`src/rtl/magnetron_ctrl_pkg.sv`:
```
// Shared encodings and defaults for the magnetron latch driver.
package magnetron_ctrl_pkg;

   localparam int TIME_W_DEF      = 7;
   localparam int ACK_TIMEOUT_DEF = 4;

   typedef enum logic [2:0] {
      ST_IDLE      = 3'd0,
      ST_START_REQ = 3'd1,
      ST_COOKING   = 3'd2,
      ST_STOP_REQ  = 3'd3,
      ST_PAUSED    = 3'd4,
      ST_FAULT     = 3'd5
   } state_e;

   function automatic logic is_busy(input state_e s);
      return (s == ST_START_REQ) || (s == ST_COOKING) || (s == ST_STOP_REQ);
   endfunction

endpackage

```
`src/rtl/magnetron_ctrl_edge_det.sv`:
```
// Rising-edge detector; the first cycle after reset only arms it, so a level
// already high at reset release is not reported as an edge.
module magnetron_ctrl_edge_det (
   input  logic clk,
   input  logic rst,
   input  logic d,
   output logic rise
);

   logic q;
   logic armed;

   always_ff @(posedge clk) begin
      if (rst) begin
         q     <= 1'b0;
         armed <= 1'b0;
      end else begin
         q     <= d;
         armed <= 1'b1;
      end
   end

   assign rise = armed & d & ~q;

endmodule

```
`src/rtl/magnetron_ctrl.sv`:
```
// Magnetron SR-latch driver: one-clk set/reset commands, cook-time countdown,
// door pause and latch-acknowledge fault detection.
module magnetron_ctrl
   import magnetron_ctrl_pkg::*;
#(
   parameter int TIME_W      = TIME_W_DEF,
   parameter int ACK_TIMEOUT = ACK_TIMEOUT_DEF
) (
   input  logic              clk,
   input  logic              rst,
   input  logic              tick_1hz,
   input  logic [TIME_W-1:0] time_in,
   input  logic              load,
   input  logic              start,
   input  logic              stop,
   input  logic              door_closed,
   input  logic              mag_q,
   output logic              mag_set,
   output logic              mag_reset,
   output logic [TIME_W-1:0] time_left,
   output logic              busy,
   output logic              done,
   output logic              fault,
   output state_e            state_dbg
);

   localparam int                 ACK_W    = $clog2(ACK_TIMEOUT + 1);
   localparam logic [ACK_W-1:0]   ACK_LAST = ACK_W'(ACK_TIMEOUT - 1);

   state_e            state, state_n;
   logic [TIME_W-1:0] time_n;
   logic [ACK_W-1:0]  ack_cnt, ack_n;
   logic              pause_pend, pause_n;
   logic              clr_pend, clr_n;
   logic              fault_n, set_n, reset_n, done_n;
   logic              start_edge, stop_edge;

   magnetron_ctrl_edge_det u_start_det (.clk(clk), .rst(rst), .d(start), .rise(start_edge));
   magnetron_ctrl_edge_det u_stop_det  (.clk(clk), .rst(rst), .d(stop),  .rise(stop_edge));

   always_ff @(posedge clk) begin
      if (rst) begin
         state      <= ST_IDLE;
         time_left  <= '0;
         ack_cnt    <= '0;
         pause_pend <= 1'b0;
         clr_pend   <= 1'b0;
         fault      <= 1'b0;
         mag_set    <= 1'b0;
         mag_reset  <= 1'b0;
         done       <= 1'b0;
      end else begin
         state      <= state_n;
         time_left  <= time_n;
         ack_cnt    <= ack_n;
         pause_pend <= pause_n;
         clr_pend   <= clr_n;
         fault      <= fault_n;
         mag_set    <= set_n;
         mag_reset  <= reset_n;
         done       <= done_n;
      end
   end

   // set_n/reset_n are only raised on distinct branches, so 11 never reaches the latch.
   always_comb begin
      state_n = state;
      time_n  = time_left;
      ack_n   = ack_cnt;
      pause_n = pause_pend;
      clr_n   = clr_pend;
      fault_n = fault;
      set_n   = 1'b0;
      reset_n = 1'b0;
      done_n  = 1'b0;
      case (state)
         ST_IDLE: begin
            if (stop)      time_n = '0;
            else if (load) time_n = time_in;
            if (start_edge && door_closed && (time_left != '0)) begin
               state_n = ST_START_REQ;
               set_n   = 1'b1;
               ack_n   = '0;
               pause_n = 1'b0;
            end
         end
         ST_START_REQ: begin
            if (!door_closed) begin
               state_n = ST_STOP_REQ;
               reset_n = 1'b1;
               pause_n = 1'b1;
               clr_n   = 1'b0;
               ack_n   = '0;
            end else if (mag_q) begin
               state_n = ST_COOKING;
               ack_n   = '0;
            end else if (ack_cnt == ACK_LAST) begin
               state_n = ST_FAULT;
               reset_n = 1'b1;
               fault_n = 1'b1;
               ack_n   = '0;
            end else begin
               ack_n = ack_cnt + 1'b1;
            end
         end
         ST_COOKING: begin
            if (!door_closed) begin
               state_n = ST_STOP_REQ;
               reset_n = 1'b1;
               pause_n = 1'b1;
               clr_n   = 1'b0;
               ack_n   = '0;
            end else if (stop_edge) begin
               state_n = ST_STOP_REQ;
               reset_n = 1'b1;
               pause_n = 1'b0;
               clr_n   = 1'b1;
               ack_n   = '0;
            end else if (!mag_q) begin
               state_n = ST_FAULT;
               fault_n = 1'b1;
               ack_n   = '0;
            end else if (tick_1hz && (time_left != '0)) begin
               time_n = time_left - TIME_W'(1);
               if (time_left == TIME_W'(1)) begin
                  done_n  = 1'b1;
                  state_n = ST_STOP_REQ;
                  reset_n = 1'b1;
                  pause_n = 1'b0;
                  clr_n   = 1'b0;
                  ack_n   = '0;
               end
            end
         end
         ST_STOP_REQ: begin
            if (!mag_q) begin
               state_n = pause_pend ? ST_PAUSED : ST_IDLE;
               if (clr_pend) time_n = '0;
               clr_n   = 1'b0;
               ack_n   = '0;
            end else if (ack_cnt == ACK_LAST) begin
               state_n = ST_FAULT;
               fault_n = 1'b1;
               ack_n   = '0;
            end else begin
               ack_n = ack_cnt + 1'b1;
            end
         end
         ST_PAUSED: begin
            if (stop_edge) begin
               state_n = ST_IDLE;
               time_n  = '0;
               pause_n = 1'b0;
            end else if (start_edge && door_closed) begin
               state_n = ST_START_REQ;
               set_n   = 1'b1;
               ack_n   = '0;
               pause_n = 1'b0;
            end
         end
         ST_FAULT: begin
            // Keep nudging a stuck-on latch off; only rst leaves this state.
            if (mag_q) begin
               if (ack_cnt == ACK_LAST) begin
                  reset_n = 1'b1;
                  ack_n   = '0;
               end else begin
                  ack_n = ack_cnt + 1'b1;
               end
            end else begin
               ack_n = '0;
            end
         end
         default: state_n = ST_IDLE;
      endcase
   end

   assign busy      = is_busy(state);
   assign state_dbg = state;

endmodule

```
`config.mk`:
```
export PLATFORM = sky130hd
export DESIGN_NAME = magnetron_ctrl
export DESIGN_NICKNAME = d
export VERILOG_FILES = /design/src/rtl/magnetron_ctrl_pkg.sv /design/src/rtl/magnetron_ctrl_edge_det.sv /design/src/rtl/magnetron_ctrl.sv
export SDC_FILE = /design/constraint.sdc
export NUM_CORES = 1
export LEC_CHECK = 0
export ABC_AREA = 1
export CELL_PAD_IN_SITES_DETAIL_PLACEMENT = 1
export CELL_PAD_IN_SITES_GLOBAL_PLACEMENT = 1
export CORE_AREA = 5 5 53 101
export CTS_CLUSTER_SIZE = 28
export DETAILED_ROUTE_END_ITERATION = 6
export DIE_AREA = 0 0 58 106
export PLACE_DENSITY = 0.83
export SLEW_MARGIN = 20
export SYNTH_ARGS = -nofsm -noshare
export SYNTH_HDL_FRONTEND = slang
export SYNTH_SLANG_ARGS = --single-unit
```
`constraint.sdc`:
```
create_clock -name clk -period 1.9 [get_ports clk]
set_clock_uncertainty 0.1 [all_clocks]
set_input_delay 0.57 -clock clk [delete_from_list [all_inputs] [get_ports clk]]
set_output_delay 0.57 -clock clk [all_outputs]
set_load 0.02 [all_outputs]
```
==> tab_implementation.tex, run 1 <==
\begin{tabular}{lr}
\hline
Metric & Value \\
\hline
\multicolumn{2}{l}{\textbf{Detailed routing}} \\
DRT antenna net count & 0 \\
Top routing layer in use & met4 \\
Final wirelength & 5.90 mm \\
Routed wirelength normalized by instance count & 16.3 um \\
Detailed-routed wire length on met2 & 3.37 mm \\
Number of detailed-routing iterations run before antenna repair & 4 \\
Post-route DRC violation count & 0 \\
Length of routed wiring on met1 & 1.85 mm \\
Total met3 wirelength after detailed routing & 205 um \\
Via count normalized by instance count & 5.19 \\
DR iter-0 viols & 35 \\
Routed vias & 1,872 \\
\multicolumn{2}{l}{\textbf{Timing}} \\
Final Setup Violations & 0 \\
Final period util & 0.985 \\
Peak clock frequency supported by timing & 0.534 GHz \\
Final Critical Period & 1.87 ns \\
Final max-slew violation count & 0 \\
Transition time at the pin with the least slew margin & 0.455 ns \\
Slew HR & 0.696 \\
Setup total negative slack & 0 ns \\
Total count of hold-check failures in the final report & 0 \\
\multicolumn{2}{l}{\textbf{Worst setup path}} \\
Reg2reg setup slack & 0.03 ns \\
Most numerous cell on the critical path & sky130\_fd\_sc\_hd\_\_nand2\_1 \\
Critical path's largest stage delay & 0.33 ns \\
Critical R2R Launch & state\_dbg[2] \\
Worst endpoint required time & 2.01 ns \\
Critical path peak fanout & 7 \\
Critical path capture point type & flip-flop \\
Setup crit start & state\_dbg[2] \\
Startpoint type of the worst setup path & flip-flop \\
Sum of buffers and inverters on the critical path & 2 \\
Slowest cell on crit path & sky130\_fd\_sc\_hd\_\_dfxtp\_1 \\
Gate family responsible for the most delay along the worst path & simple AND/OR/NAND/NOR gates \\
CP cell instances & buf\_4 -> inv\_2 -> nand2\_4 -> o21ai\_0 -> nand2\_1 -> nor2\_4 -> nand3\_4 -> nand2\_1 -> nand2\_1 -> nor2\_1 \\
Setup Crit Path Kind & flip-flop to flip-flop \\
Crit path DAT & 1.98 ns \\
\multicolumn{2}{l}{\textbf{Place}} \\
HPWL Detailed & 4.33 mm \\
Buffers added on ports & 29 \\
Final estimated routing congestion in global placement & 0.876 \\
\multicolumn{2}{l}{\textbf{Synthesis}} \\
Net count of the mapped netlist & 263 \\
Synthesized area per cell & 6.01 um2 \\
Multiplexer share of the synthesized area & 0.00683 \\
Simple-gate area share of the yosys netlist & 0.412 \\
Xor/xnor share of the synthesized area & 0.00597 \\
Flip-flop and latch count after synthesis & 22 \\
Synth Area in Compound Gates & 0.120 \\
Seq/Total Area, Yosys & 0.300 \\
Number of warnings printed during yosys synthesis & 0 \\
Dominant combinational cell family by area after synthesis & simple AND/OR/NAND/NOR gates \\
Post-synthesis cell type count & 27 \\
Syn Inst Count & 244 \\
Post-synth design cell area & 1470 um2 \\
Adder-cell share of the synthesized area & 0.0341 \\
\multicolumn{2}{l}{\textbf{Layout}} \\
Diode count & 0 \\
Fraction of layout cells with a size suffix above 1 & 0.232 \\
Area delta synth->final & 47.8\% \\
Post-layout nets & 326 \\
\multicolumn{2}{l}{\textbf{Global route}} \\
Pin count of the biggest net entering global routing & 13 \\
Sum of overflow across all layers after global routing & 0 \\
Number of antenna violations at the first check in global routing & 0 \\
Number of global-route vias before repair & 2,003 \\
GRT Overall Usage & 0.196 \\
First-pass GRT wire length & 9.20 mm \\
\multicolumn{2}{l}{\textbf{Clock network}} \\
Number of buffers on the longest clock path & 2 \\
H-tree level count & 1 \\
Clock insertion delay at the later pin of the skew report & 0.28 ns \\
Buffer type at the clock tree root & sky130\_fd\_sc\_hd\_\_clkbuf\_8 \\
CTS sink cnt & 22 \\
Count of hold-fix buffers inserted at cts & 0 \\
Num CTS Buffers & 3 \\
TritonCTS clock tree & built \\
CTS clock-pin slew for the worst setup and hold paths & 0.09 ns \\
\multicolumn{2}{l}{\textbf{Power and ir drop}} \\
Leakage Power & 1.15 nW \\
Overall power after layout & 3.27 mW \\
Maximum vdd ir drop & 0.957 mV \\
PwrDens & 1510 nW/um2 \\
\multicolumn{2}{l}{\textbf{Die}} \\
Area of the core & 4550 um2 \\
Die outline height & 106 um \\
I/O pins & 30 \\
Chip width & 58 um \\
Initial Utilization & 0.322 \\
Total die area & 6150 um2 \\
Number of core rows & 35 \\
\multicolumn{2}{l}{\textbf{Run}} \\
Number of violations of the max-capacitance limit & 0 \\
\multicolumn{2}{l}{\textbf{Hold path}} \\
Worst hold path startpoint & fault \\
HP Class & flip-flop to flip-flop \\
\multicolumn{2}{l}{\textbf{Run status}} \\
Result of the run & finished, final reports clean \\
\hline
\end{tabular}
-- kinds of logic after synthesis --
group / count (synthesis)
AO/OA/AOI/OAI: 33
XOR/XNOR: 1
adder cells (fa/ha/maj): 4
buffers and inverters: 43
flip-flops: 22
multiplexers: 1
AND/OR/NAND/NOR: 140
-- layer usage --
layer | vias up | GRT usage
li1 | 891 | -
met1 | 892 | 0.166
met2 | 59 | 0.390
met3 | 30 | 0.0170
met4 | 0 | 0.148
met5 | - | 0
-- final cells by class --
class	count	area [um2]
tap	55	68.8
fill	643	2390
inverter	39	149
timing repair buffer	61	528
clock buffer	4	55.1
multi-input combinational	180	925
sequential	22	442
-- state kept, by name, summed over array words and instances (netlist names) --
name and cells:
mag_set 1, u_stop_det.q 1, done 1, time_left 7, u_start_det.q 1, mag_reset 1
ack_cnt 3, u_start_det.armed 1, state_dbg 3, clr_pend 1, fault 1, pause_pend 1
-- cells in the mapped netlist --
| cell type | instances | area, um2 |
|---|---|---|
| sky130_fd_sc_hd__o21ai_2 | 1 | 8.76 |
| sky130_fd_sc_hd__dfxtp_1 | 22 | 440 |
| sky130_fd_sc_hd__inv_1 | 33 | 124 |
| sky130_fd_sc_hd__nor3_1 | 5 | 25.0 |
| sky130_fd_sc_hd__nand3_2 | 2 | 20.0 |
| sky130_fd_sc_hd__xor2_1 | 1 | 8.76 |
| sky130_fd_sc_hd__nand2_1 | 60 | 225 |
| sky130_fd_sc_hd__o22ai_1 | 5 | 31.3 |
| sky130_fd_sc_hd__inv_2 | 5 | 18.8 |
| sky130_fd_sc_hd__buf_6 | 1 | 11.3 |
| sky130_fd_sc_hd__ha_1 | 4 | 50.1 |
| sky130_fd_sc_hd__nand3_1 | 14 | 70.1 |
| sky130_fd_sc_hd__mux2i_1 | 1 | 10.0 |
| sky130_fd_sc_hd__buf_4 | 1 | 7.51 |
| sky130_fd_sc_hd__o21ai_0 | 9 | 45.0 |
| sky130_fd_sc_hd__a31oi_1 | 1 | 6.26 |
| sky130_fd_sc_hd__nand2_4 | 2 | 22.5 |
| sky130_fd_sc_hd__o21ai_1 | 1 | 5.00 |
| sky130_fd_sc_hd__nand4_1 | 2 | 12.5 |
| sky130_fd_sc_hd__inv_4 | 1 | 6.26 |
| sky130_fd_sc_hd__nor2_2 | 6 | 37.5 |
| sky130_fd_sc_hd__nor2_1 | 46 | 173 |
| sky130_fd_sc_hd__buf_2 | 1 | 5.00 |
| sky130_fd_sc_hd__clkbuf_1 | 1 | 3.75 |
| sky130_fd_sc_hd__a21oi_1 | 16 | 80.1 |
| sky130_fd_sc_hd__nor4_1 | 2 | 12.5 |
| sky130_fd_sc_hd__or2_2 | 1 | 6.26 |
-- cells in the final DEF, fill, tap and decap left out, types with 3 or more instances in the layout --
cell / netlist / layout
sky130_fd_sc_hd__inv_2: 5 / 8
sky130_fd_sc_hd__nor3_1: 5 / 4
sky130_fd_sc_hd__nand2_1: 60 / 57
sky130_fd_sc_hd__ha_1: 4 / 4
sky130_fd_sc_hd__dlymetal6s2s_1: 0 / 3
sky130_fd_sc_hd__a21oi_1: 16 / 16
sky130_fd_sc_hd__dfxtp_1: 22 / 21
sky130_fd_sc_hd__nand3_1: 14 / 13
sky130_fd_sc_hd__buf_4: 1 / 30
sky130_fd_sc_hd__nand2_4: 2 / 3
sky130_fd_sc_hd__o21ai_0: 9 / 8
sky130_fd_sc_hd__nor2_2: 6 / 11
sky130_fd_sc_hd__o22ai_1: 5 / 5
sky130_fd_sc_hd__clkdlybuf4s50_1: 0 / 12
sky130_fd_sc_hd__nor2_1: 46 / 39
sky130_fd_sc_hd__inv_1: 33 / 30
sky130_fd_sc_hd__clkbuf_8: 0 / 4
sky130_fd_sc_hd__dlygate4sd2_1: 0 / 14
-- path summary, 6_finish.rpt --
check | cells past startpoint | end
worst max-delay path | 10 | time_left[6]
worst min-delay path | 2 | fault
worst max register to register | 10 | time_left[6]
worst min register to register | 2 | fault
-- per-stage QoR --
stage | instances | util | hold WS [ns] | cell area, um2 | setup slack, ns
floorplan | 244 | - | 0.323 | 1470 | 0.180
global route | 361 | 0.476 | 0.372 | 2170 | -0.0580
finish | 361 | 0.476 | 0.347 | 2170 | 0.0277
CTS | 360 | 0.464 | 0.352 | 2110 | 0.00812
detailed placement | 354 | 0.444 | 0.338 | 2020 | -0.408
global placement | 354 | 0.444 | 0.334 | 2020 | -0.427
-- power breakdown --
part	leakage (nW)	switching (mW)	internal, mW	total [mW]
Sequential	0.181	0.0984	0.595	0.693
Combinational	0.937	1.41	0.799	2.21
Clock	0.0288	0.183	0.186	0.369
Total	1.15	1.69	1.58	3.27
-- worst reg2reg max path: stages, from the launching register on --
cell                      delay [ns]
sky130_fd_sc_hd__dfxtp_1        0.33
sky130_fd_sc_hd__buf_4          0.15
sky130_fd_sc_hd__inv_2          0.11
sky130_fd_sc_hd__nand2_4        0.10
sky130_fd_sc_hd__o21ai_0        0.27
sky130_fd_sc_hd__nand2_1        0.14
sky130_fd_sc_hd__nor2_4         0.19
sky130_fd_sc_hd__nand3_4        0.14
sky130_fd_sc_hd__nand2_1        0.10
sky130_fd_sc_hd__nand2_1        0.06
sky130_fd_sc_hd__nor2_1         0.12
-- what timing repair did --
item | in CTS | in global routing
pin swaps | 7 | 4
setup endpoints to repair | 26 | 15
cloned | 1 | 0
resized for setup | 25 | 16
setup buffers | 1 | 1
No activity file was read; power rests on OpenSTA's default activity.
==> run 2, diff against run 1 <==
CTS_CLUSTER_SIZE = 16   (was 28)
==> results of run 2 <==
No change in the layout: final DEF, timing and power equal those of run 1.
